--- config.mk ---
export PLATFORM = sky130hd
export DESIGN_NAME = mul_div_unit
export DESIGN_NICKNAME = d
export VERILOG_FILES = /design/src/rtl/mul_div_unit.sv
export SDC_FILE = /design/constraint.sdc
export NUM_CORES = 1
export LEC_CHECK = 0
export CAP_MARGIN = 15
export CORE_MARGIN = 3
export CORE_UTILIZATION = 40
export DETAILED_ROUTE_END_ITERATION = 8
export PLACE_DENSITY = 0.65
export SETUP_SLACK_MARGIN = 0.2
export SYNTH_ARGS = -nofsm -noshare
export SYNTH_HDL_FRONTEND = slang
export SYNTH_SLANG_ARGS = --single-unit
--- constraint.sdc ---
create_clock -name CLK -period 5.62 [get_ports CLK]
set_input_delay 0.562 -clock CLK [delete_from_list [all_inputs] [get_ports CLK]]
set_output_delay 0.562 -clock CLK [all_outputs]
set_load 0.1 [all_outputs]
--- src/rtl/mul_div_unit.sv ---
// mul_div_unit: iterative multiply/divide unit holding the architectural HI/LO registers.
// One radix-2 step per cycle over WIDTH cycles, then a sign-fix cycle; a divide by zero
// short-circuits to a one-cycle completion.
// Optional feature macro: MULDIV_SIGNED_EN -- when defined, op[1] selects signed MULT/DIV;
// when undefined, every operation is unsigned (latency is unchanged).
module mul_div_unit #(
  parameter int unsigned WIDTH = 32
) (
  input  logic             CLK,
  input  logic             RST,
  input  logic             start,
  input  logic [1:0]       op,
  input  logic [WIDTH-1:0] rs_val,
  input  logic [WIDTH-1:0] rt_val,
  input  logic             hi_we,
  input  logic             lo_we,
  output logic             busy,
  output logic             done,
  output logic             div_by_zero,
  output logic [WIDTH-1:0] hi,
  output logic [WIDTH-1:0] lo
);

  localparam int unsigned CntW = (WIDTH > 1) ? $clog2(WIDTH) : 1;
  localparam logic [CntW-1:0] LastCnt = CntW'(WIDTH - 1);

  typedef enum logic [1:0] {StIdle, StCalc, StFix, StZero} state_e;

  state_e           state_q, state_d;
  logic [CntW-1:0]  cnt_q, cnt_d;
  logic             is_div_q, is_div_d;
  logic             neg_q, neg_d;          // product / quotient must be negated
  logic             rem_neg_q, rem_neg_d;  // remainder must be negated
  logic [WIDTH-1:0] opnd_q, opnd_d;        // multiplicand or divisor magnitude
  logic [WIDTH-1:0] acc_hi_q, acc_hi_d;    // product upper half / partial remainder
  logic [WIDTH-1:0] acc_lo_q, acc_lo_d;    // multiplier+product lower / dividend+quotient
  logic             busy_q, busy_d;
  logic             done_q, done_d;
  logic             dbz_q, dbz_d;
  logic [WIDTH-1:0] hi_q, hi_d;
  logic [WIDTH-1:0] lo_q, lo_d;

  logic is_signed;
`ifdef MULDIV_SIGNED_EN
  assign is_signed = op[1];
`else
  logic unused_op_sign;
  assign unused_op_sign = op[1];
  assign is_signed      = 1'b0;
`endif

  // Operand preparation at the start edge: magnitudes and result sign flags.
  logic             rs_neg, rt_neg, zero_div;
  logic [WIDTH-1:0] abs_rs, abs_rt;

  assign rs_neg   = is_signed & rs_val[WIDTH-1];
  assign rt_neg   = is_signed & rt_val[WIDTH-1];
  assign abs_rs   = rs_neg ? -rs_val : rs_val;
  assign abs_rt   = rt_neg ? -rt_val : rt_val;
  assign zero_div = op[0] & (rt_val == '0);

  // Shift-add multiply step: add multiplicand to upper half, shift whole product right.
  logic [WIDTH:0] mul_sum;
  assign mul_sum = {1'b0, acc_hi_q} + (acc_lo_q[0] ? {1'b0, opnd_q} : '0);

  // Restoring divide step: shift in next dividend bit, trial-subtract the divisor.
  logic [WIDTH:0] rem_sh;
  logic [WIDTH:0] div_diff;
  logic           div_ok;
  assign rem_sh   = {acc_hi_q, acc_lo_q[WIDTH-1]};
  assign div_diff = rem_sh - {1'b0, opnd_q};
  assign div_ok   = ~div_diff[WIDTH];

  // Sign correction applied in the fix cycle.
  logic [2*WIDTH-1:0] prod_fix;
  logic [WIDTH-1:0]   quo_fix;
  logic [WIDTH-1:0]   rem_fix;
  assign prod_fix = neg_q ? -{acc_hi_q, acc_lo_q} : {acc_hi_q, acc_lo_q};
  assign quo_fix  = neg_q ? -acc_lo_q : acc_lo_q;
  assign rem_fix  = rem_neg_q ? -acc_hi_q : acc_hi_q;

  // Next-state logic for the controller, datapath and HI/LO registers.
  always_comb begin
    state_d   = state_q;
    cnt_d     = cnt_q;
    is_div_d  = is_div_q;
    neg_d     = neg_q;
    rem_neg_d = rem_neg_q;
    opnd_d    = opnd_q;
    acc_hi_d  = acc_hi_q;
    acc_lo_d  = acc_lo_q;
    busy_d    = busy_q;
    done_d    = 1'b0;
    dbz_d     = dbz_q;
    hi_d      = hi_q;
    lo_d      = lo_q;

    unique case (state_q)
      StIdle: begin
        if (start) begin
          busy_d    = 1'b1;
          dbz_d     = 1'b0;
          cnt_d     = '0;
          is_div_d  = op[0];
          neg_d     = rs_neg ^ rt_neg;
          rem_neg_d = rs_neg;
          opnd_d    = abs_rt;
          acc_hi_d  = '0;
          if (zero_div) begin
            // Keep the raw dividend: it is returned unchanged in HI.
            state_d  = StZero;
            acc_lo_d = rs_val;
          end else begin
            state_d  = StCalc;
            acc_lo_d = abs_rs;
          end
        end else begin
          if (hi_we) hi_d = rs_val;
          if (lo_we) lo_d = rs_val;
        end
      end

      StCalc: begin
        if (is_div_q) begin
          acc_hi_d = div_ok ? div_diff[WIDTH-1:0] : rem_sh[WIDTH-1:0];
          acc_lo_d = {acc_lo_q[WIDTH-2:0], div_ok};
        end else begin
          acc_hi_d = mul_sum[WIDTH:1];
          acc_lo_d = {mul_sum[0], acc_lo_q[WIDTH-1:1]};
        end
        cnt_d = cnt_q + 1'b1;
        if (cnt_q == LastCnt) state_d = StFix;
      end

      StFix: begin
        if (is_div_q) begin
          hi_d = rem_fix;
          lo_d = quo_fix;
        end else begin
          hi_d = prod_fix[2*WIDTH-1:WIDTH];
          lo_d = prod_fix[WIDTH-1:0];
        end
        done_d  = 1'b1;
        busy_d  = 1'b0;
        state_d = StIdle;
      end

      StZero: begin
        hi_d    = acc_lo_q;
        lo_d    = '1;
        dbz_d   = 1'b1;
        done_d  = 1'b1;
        busy_d  = 1'b0;
        state_d = StIdle;
      end
    endcase
  end

  // State registers; reset aborts any operation in flight without a result.
  always_ff @(posedge CLK or posedge RST) begin
    if (RST) begin
      state_q   <= StIdle;
      cnt_q     <= '0;
      is_div_q  <= 1'b0;
      neg_q     <= 1'b0;
      rem_neg_q <= 1'b0;
      opnd_q    <= '0;
      acc_hi_q  <= '0;
      acc_lo_q  <= '0;
      busy_q    <= 1'b0;
      done_q    <= 1'b0;
      dbz_q     <= 1'b0;
      hi_q      <= '0;
      lo_q      <= '0;
    end else begin
      state_q   <= state_d;
      cnt_q     <= cnt_d;
      is_div_q  <= is_div_d;
      neg_q     <= neg_d;
      rem_neg_q <= rem_neg_d;
      opnd_q    <= opnd_d;
      acc_hi_q  <= acc_hi_d;
      acc_lo_q  <= acc_lo_d;
      busy_q    <= busy_d;
      done_q    <= done_d;
      dbz_q     <= dbz_d;
      hi_q      <= hi_d;
      lo_q      <= lo_d;
    end
  end

  assign busy        = busy_q;
  assign done        = done_q;
  assign div_by_zero = dbz_q;
  assign hi          = hi_q;
  assign lo          = lo_q;

endmodule

# --- Word-level counts from Yosys, hierarchy flattened ---
# Cells that the tools add are included.
classes:
  n_addsub: 3
  bitwise_logic: 2
  n_eq_ne: 9
  n_reduce_logical: 14
  muxes: 25
op_table:
  columns: ["operator", "n"]
  rows:
  - ["32-bit 2-to-1 mux", 10]
  - ["32-bit case mux with 3 select lines", 2]
  - ["32-bit case mux with 2 select lines", 2]
  - ["32-bit by 32-bit adder with 33-bit output", 1]
  - ["33-bit by 32-bit subtractor with 33-bit output", 1]
  - ["32-bit logical NOT", 1]
  - ["2-bit inequality test (second input constant)", 5]
  - ["5-bit case mux with 2 select lines", 1]
  - ["2-bit AND reduction", 5]
  - ["2-bit 2-to-1 mux", 3]
  - ["2-bit case mux with 3 select lines", 1]
  - ["3-bit AND reduction", 2]
  - ["2-bit nonzero test", 3]
  - ["5-bit by 1-bit adder with 5-bit output (second input constant)", 1]
  - ["5-bit == test (second input constant)", 1]
  - ["5-bit 2-to-1 mux", 1]
  - ["2-bit == test (second input constant)", 2]
  - ["1-bit case mux with 2 select lines", 2]
  - ["1-bit 2-to-1 mux", 3]
  - ["3-bit nonzero test", 1]
  - ["2-bit by 1-bit == test with 1-bit output (second input constant)", 1]
  - ["2-bit logical NOT", 1]
  - ["2-bit OR reduction", 1]
  - ["1-bit bitwise AND", 1]
  - ["1-bit inverter", 1]
word_totals:
  inputBits: 71
  word_cells: 64
  regBits: 171

# --- Longest topological paths before layout ---
logic_depth:
  word_depth: 5
  ltp_mapped: 15
  depth_no_buf: 14

# --- Worst setup path before layout ---
# No wires, ideal clock.
synth_path:
  path_type: "reg2reg"
  from: "reg acc_lo_q[31]"
  to: "reg acc_hi_q[11]"
  slack_ps: 2162
  t_required_ps: 5494
  path_stages_with_launch: 14
  n_path_buf: 1
  arrival_time_ps: 3332
  synth_period_minus_slack_ps: 3458
  path_cell_list: "dfrtp_1 -> inv_1 -> ha_1 -> fa_1 -> nand2b_1 -> a21oi_1 -> o2111ai_1 -> o41ai_1 -> o211ai_2 -> mux2i_1 -> a2111oi_4 -> buf_2 -> o21ai_1 -> a221o_1"
synth_via:
  elab_chain_len: 4
synth_rtl:
  columns: ["item", "line", "source"]
  rows:
  - ["start: declaration", "36", "logic [WIDTH-1:0] acc_lo_q, acc_lo_d;"]
  - ["start signal: assignment", "183", "acc_lo_q <= acc_lo_d;"]
  - ["33-bit by 32-bit subtractor with 33-bit output", "71", "assign div_diff = rem_sh - {1'b0, opnd_q};"]
  - ["32-bit 2-to-1 mux", "125", "acc_hi_d = div_ok ? div_diff[WIDTH-1:0] : rem_sh[WIDTH-1:0];"]
  - ["32-bit 2-to-1 mux", "124", "if (is_div_q) begin"]
  - ["32-bit case mux with 2 select lines", "98", "unique case (state_q)"]
  - ["end signal: assignment", "182", "acc_hi_q <= acc_hi_d;"]
  - ["end: declaration", "35", "logic [WIDTH-1:0] acc_hi_q, acc_hi_d;"]
# Every way passes these cells.
# A chain may end at the register's enable or synchronous reset.

# --- Worst setup path in the final report ---
layout_path:
  from: "reg acc_lo_q[31]"
  to: "reg acc_hi_q[4]"
# Same word-level chain as after synthesis.

==> impl_results.md <==
- Outcome: completed
- First-pass GRT wire length: 57000 um
- Hold Path Class: register to register
- Syn avg cell area: 8.19 um2
- Layout Nets: 1645
- Worst Tran Pin Value: 1.03 ns
- Routed vias: 10800
- CTS tree: built
- Clk buf depth: 2
- Ports: 138
- Unrepaired setup endpoints after global routing: false
- RR Startpoint: acc_lo_q[31]
- Vert. Die Dim: 177 um
- TritonRoute pass-1 iters: 6
- Max-Cap Viols: 0
- GRT overflow: 0
- WP data arrival: 4.88 ns
- Area growth from synthesis to layout: 19.3%
- CTS buffer count: 17
- #FFs+latches synth: 171
- WP data required: 5.94 ns
- Vias in the first global route: 10400
- Antenna-violating nets left: 0
- Initial antenna violation count: 0
- Largest net degree at the start of global routing: 100
- Register Area: 0.00429 mm2
- CTS clk-pin slew, worst paths: 0.08 ns
- Area occupied by multi-input gates: 0.00687 mm2
- Fin crit period: 4.56 ns
- Clk_lat worst skew: 0.44 ns
- Row cnt: 61
- Sequential area share after synthesis: 0.367
- R2R Setup Slk: 1.06 ns
- HP Start: hi[21]
- Layout cells sized above 1: 0.0422
- Die Area: 0.0312 mm2
- Post-synth EDFFs: 0
- Synth warn: 0
- Total track usage: 0.227
- Post-Syn Area: 0.0117 mm2
- Fmax: 0.219 GHz
- Chip width: 177 um
- DP Wirelength: 25300 um
- CP startpoint kind: register
- Syn_nets: 1561
- Fin. Hold Viols: 0
- Synth async-reset ratio: 1.00
- Worst Hold Depth: 2
- Clock sinks: 171
- Crit end category: register
- Fill cells: 2719
- Vias/cell: 5.68
- Post_cts resized: 0
- CTS H-tree depth: 4
- Post-CTS Setup Bufs: 0
- Most used DFF post-synth: dfrtp_1
- Worst hold endpoint: hi[21]
- Post-synthesis cell type count: 62
- Count of pins over their slew limit: 0
- Synth Instances: 1422
- Final setup fails: 0
- FF-to-FF path depth: 13
- Setup_tns: 0 ns
- Final cycle utilization of the critical path: 0.811
- Routed WL per cell: 18.5 um
- DR iter-0 viols: 1066
- Port Buffers: 136
- Clock Skew: 0.0129 ns
- Routed wire length: 35100 um
- # diodes: 0
- WS Path Type: register to register
- Hold Buf Count CTS: 0
- Clock root cell: clkbuf_16
- Initial Util: 0.413
- Routability-driven placement congestion ratio: 0.916
- Critical-path maximum fanout: 44
- Reg2Reg Capture Point: acc_hi_q[4]
- DRC: 0
- Core footprint: 0.0282 mm2
- Worst relative slew slack: 0.317
per-stage QoR:
stage / std cells / hold WS [ns] / utilization / cell area, um2 / setup slack, ns
4_1_cts: 1896 / 0.488 / 0.492 / 13900 / 1.12
3_3_place_gp: 1865 / 0.462 / 0.472 / 13300 / 1.19
5_1_grt: 1896 / 0.512 / 0.492 / 13900 / 0.856
3_5_place_dp: 1865 / 0.471 / 0.472 / 13300 / 1.16
2_1_floorplan: 1422 / 0.467 / - / 11700 / 0.426
6_report: 1896 / 0.481 / 0.492 / 13900 / 1.06
worst max-delay path by stage:
stage / start / endpoint / slack [ns] / cells after the start
after floorplan: RST / acc_hi_q[0] / 0.43 / 1
final: acc_lo_q[31] / acc_hi_q[4] / 1.06 / 13
after CTS: acc_lo_q[31] / acc_hi_q[28] / 1.12 / 14
after detailed placement: acc_lo_q[31] / acc_hi_q[28] / 1.16 / 14
after global placement: acc_lo_q[31] / acc_hi_q[28] / 1.19 / 14
after global routing: acc_lo_q[31] / acc_hi_q[28] / 0.86 / 14
final cells by class:
| cell class | count | area share |
|---|---|---|
| clock inverter | 14 | 0.0105 |
| tap | 378 | 0.0340 |
| multi-input combinational | 1111 | 0.494 |
| clock buffer | 17 | 0.0306 |
| sequential | 171 | 0.308 |
| timing repair buffer | 153 | 0.108 |
| inverter | 52 | 0.0144 |
sequential cells by signal, indices dropped and copies added, names as in the netlist:
signal	flops
busy	1
state_q	2
hi	32
opnd_q	32
cnt_q	5
lo	32
acc_lo_q	32
done	1
is_div_q	1
acc_hi_q	32
div_by_zero	1
routing by layer:
metal,track usage,vias up,wire length [um]
met2,0.341,364,15200
met5,0,-,0
li1,-,5248,-
met4,0.0458,0,374
met1,0.349,5121,17300
met3,0.0311,34,2200
synth_stat cells (30+ instances only):
| cell | n | share of area |
|---|---|---|
| a211oi_1 | 30 | 0.019 |
| a31oi_1 | 32 | 0.017 |
| nand2_1 | 255 | 0.082 |
| dfrtp_1 | 171 | 0.37 |
| a21oi_1 | 81 | 0.035 |
| nor2b_1 | 34 | 0.018 |
| ha_1 | 66 | 0.071 |
| nor2_1 | 62 | 0.020 |
| mux2i_1 | 41 | 0.035 |
| clkbuf_1 | 72 | 0.023 |
| inv_1 | 52 | 0.017 |
| and2_1 | 33 | 0.018 |
| o21ai_0 | 182 | 0.078 |
| o22ai_1 | 32 | 0.017 |
cells in the final DEF (no fill, tap or decap), types with 9 or more instances in the layout:
cell type / Yosys / routed
a21oi_1: 81 / 79
xnor2_1: 28 / 28
a22oi_1: 14 / 14
buf_4: 1 / 16
o21a_1: 9 / 9
o211ai_1: 11 / 11
nor3_1: 16 / 16
nor2b_1: 34 / 34
o21ai_0: 182 / 182
ha_1: 66 / 66
a21o_1: 27 / 27
a211oi_1: 30 / 30
a31oi_1: 32 / 32
clkbuf_16: 0 / 17
o22ai_1: 32 / 32
xor2_1: 26 / 26
dfrtp_1: 171 / 168
and2_1: 33 / 33
nor2_1: 62 / 60
mux2i_1: 41 / 41
nand2b_1: 16 / 15
o21ai_1: 9 / 9
clkdlybuf4s50_1: 0 / 136
nand2_1: 255 / 255
a221o_1: 13 / 13
inv_1: 52 / 51
logic make-up (layout without fill, tap and decap cells):
| kind of cell | after synthesis | after routing | synth area share |
|---|---|---|---|
| adder cells (fa/ha/maj) | 68 | 68 | 0.0743 |
| multiplexers | 43 | 43 | 0.0372 |
| buffers and inverters | 140 | 236 | 0.0460 |
| AO/OA/AOI/OAI | 490 | 490 | 0.260 |
| AND/OR/NAND/NOR | 456 | 456 | 0.175 |
| XOR/XNOR | 54 | 54 | 0.0406 |
| flip-flops | 171 | 171 | 0.367 |
critical path: stages, from the launching register on:
cell	delay, ns
dfrtp_1	0.42
inv_1	0.11
ha_1	0.23
fa_1	0.43
nand2b_1	0.20
a21oi_1	0.33
o2111ai_1	0.25
o41ai_1	0.77
o211ai_2	0.22
mux2i_1	0.20
a2111oi_4	0.36
buf_4	0.45
o21ai_1	0.13
a221o_1	0.32
Power is left out: the tool's default activity adds up to more than one toggle a clock period on the data nets, which glitch-free logic cannot reach.
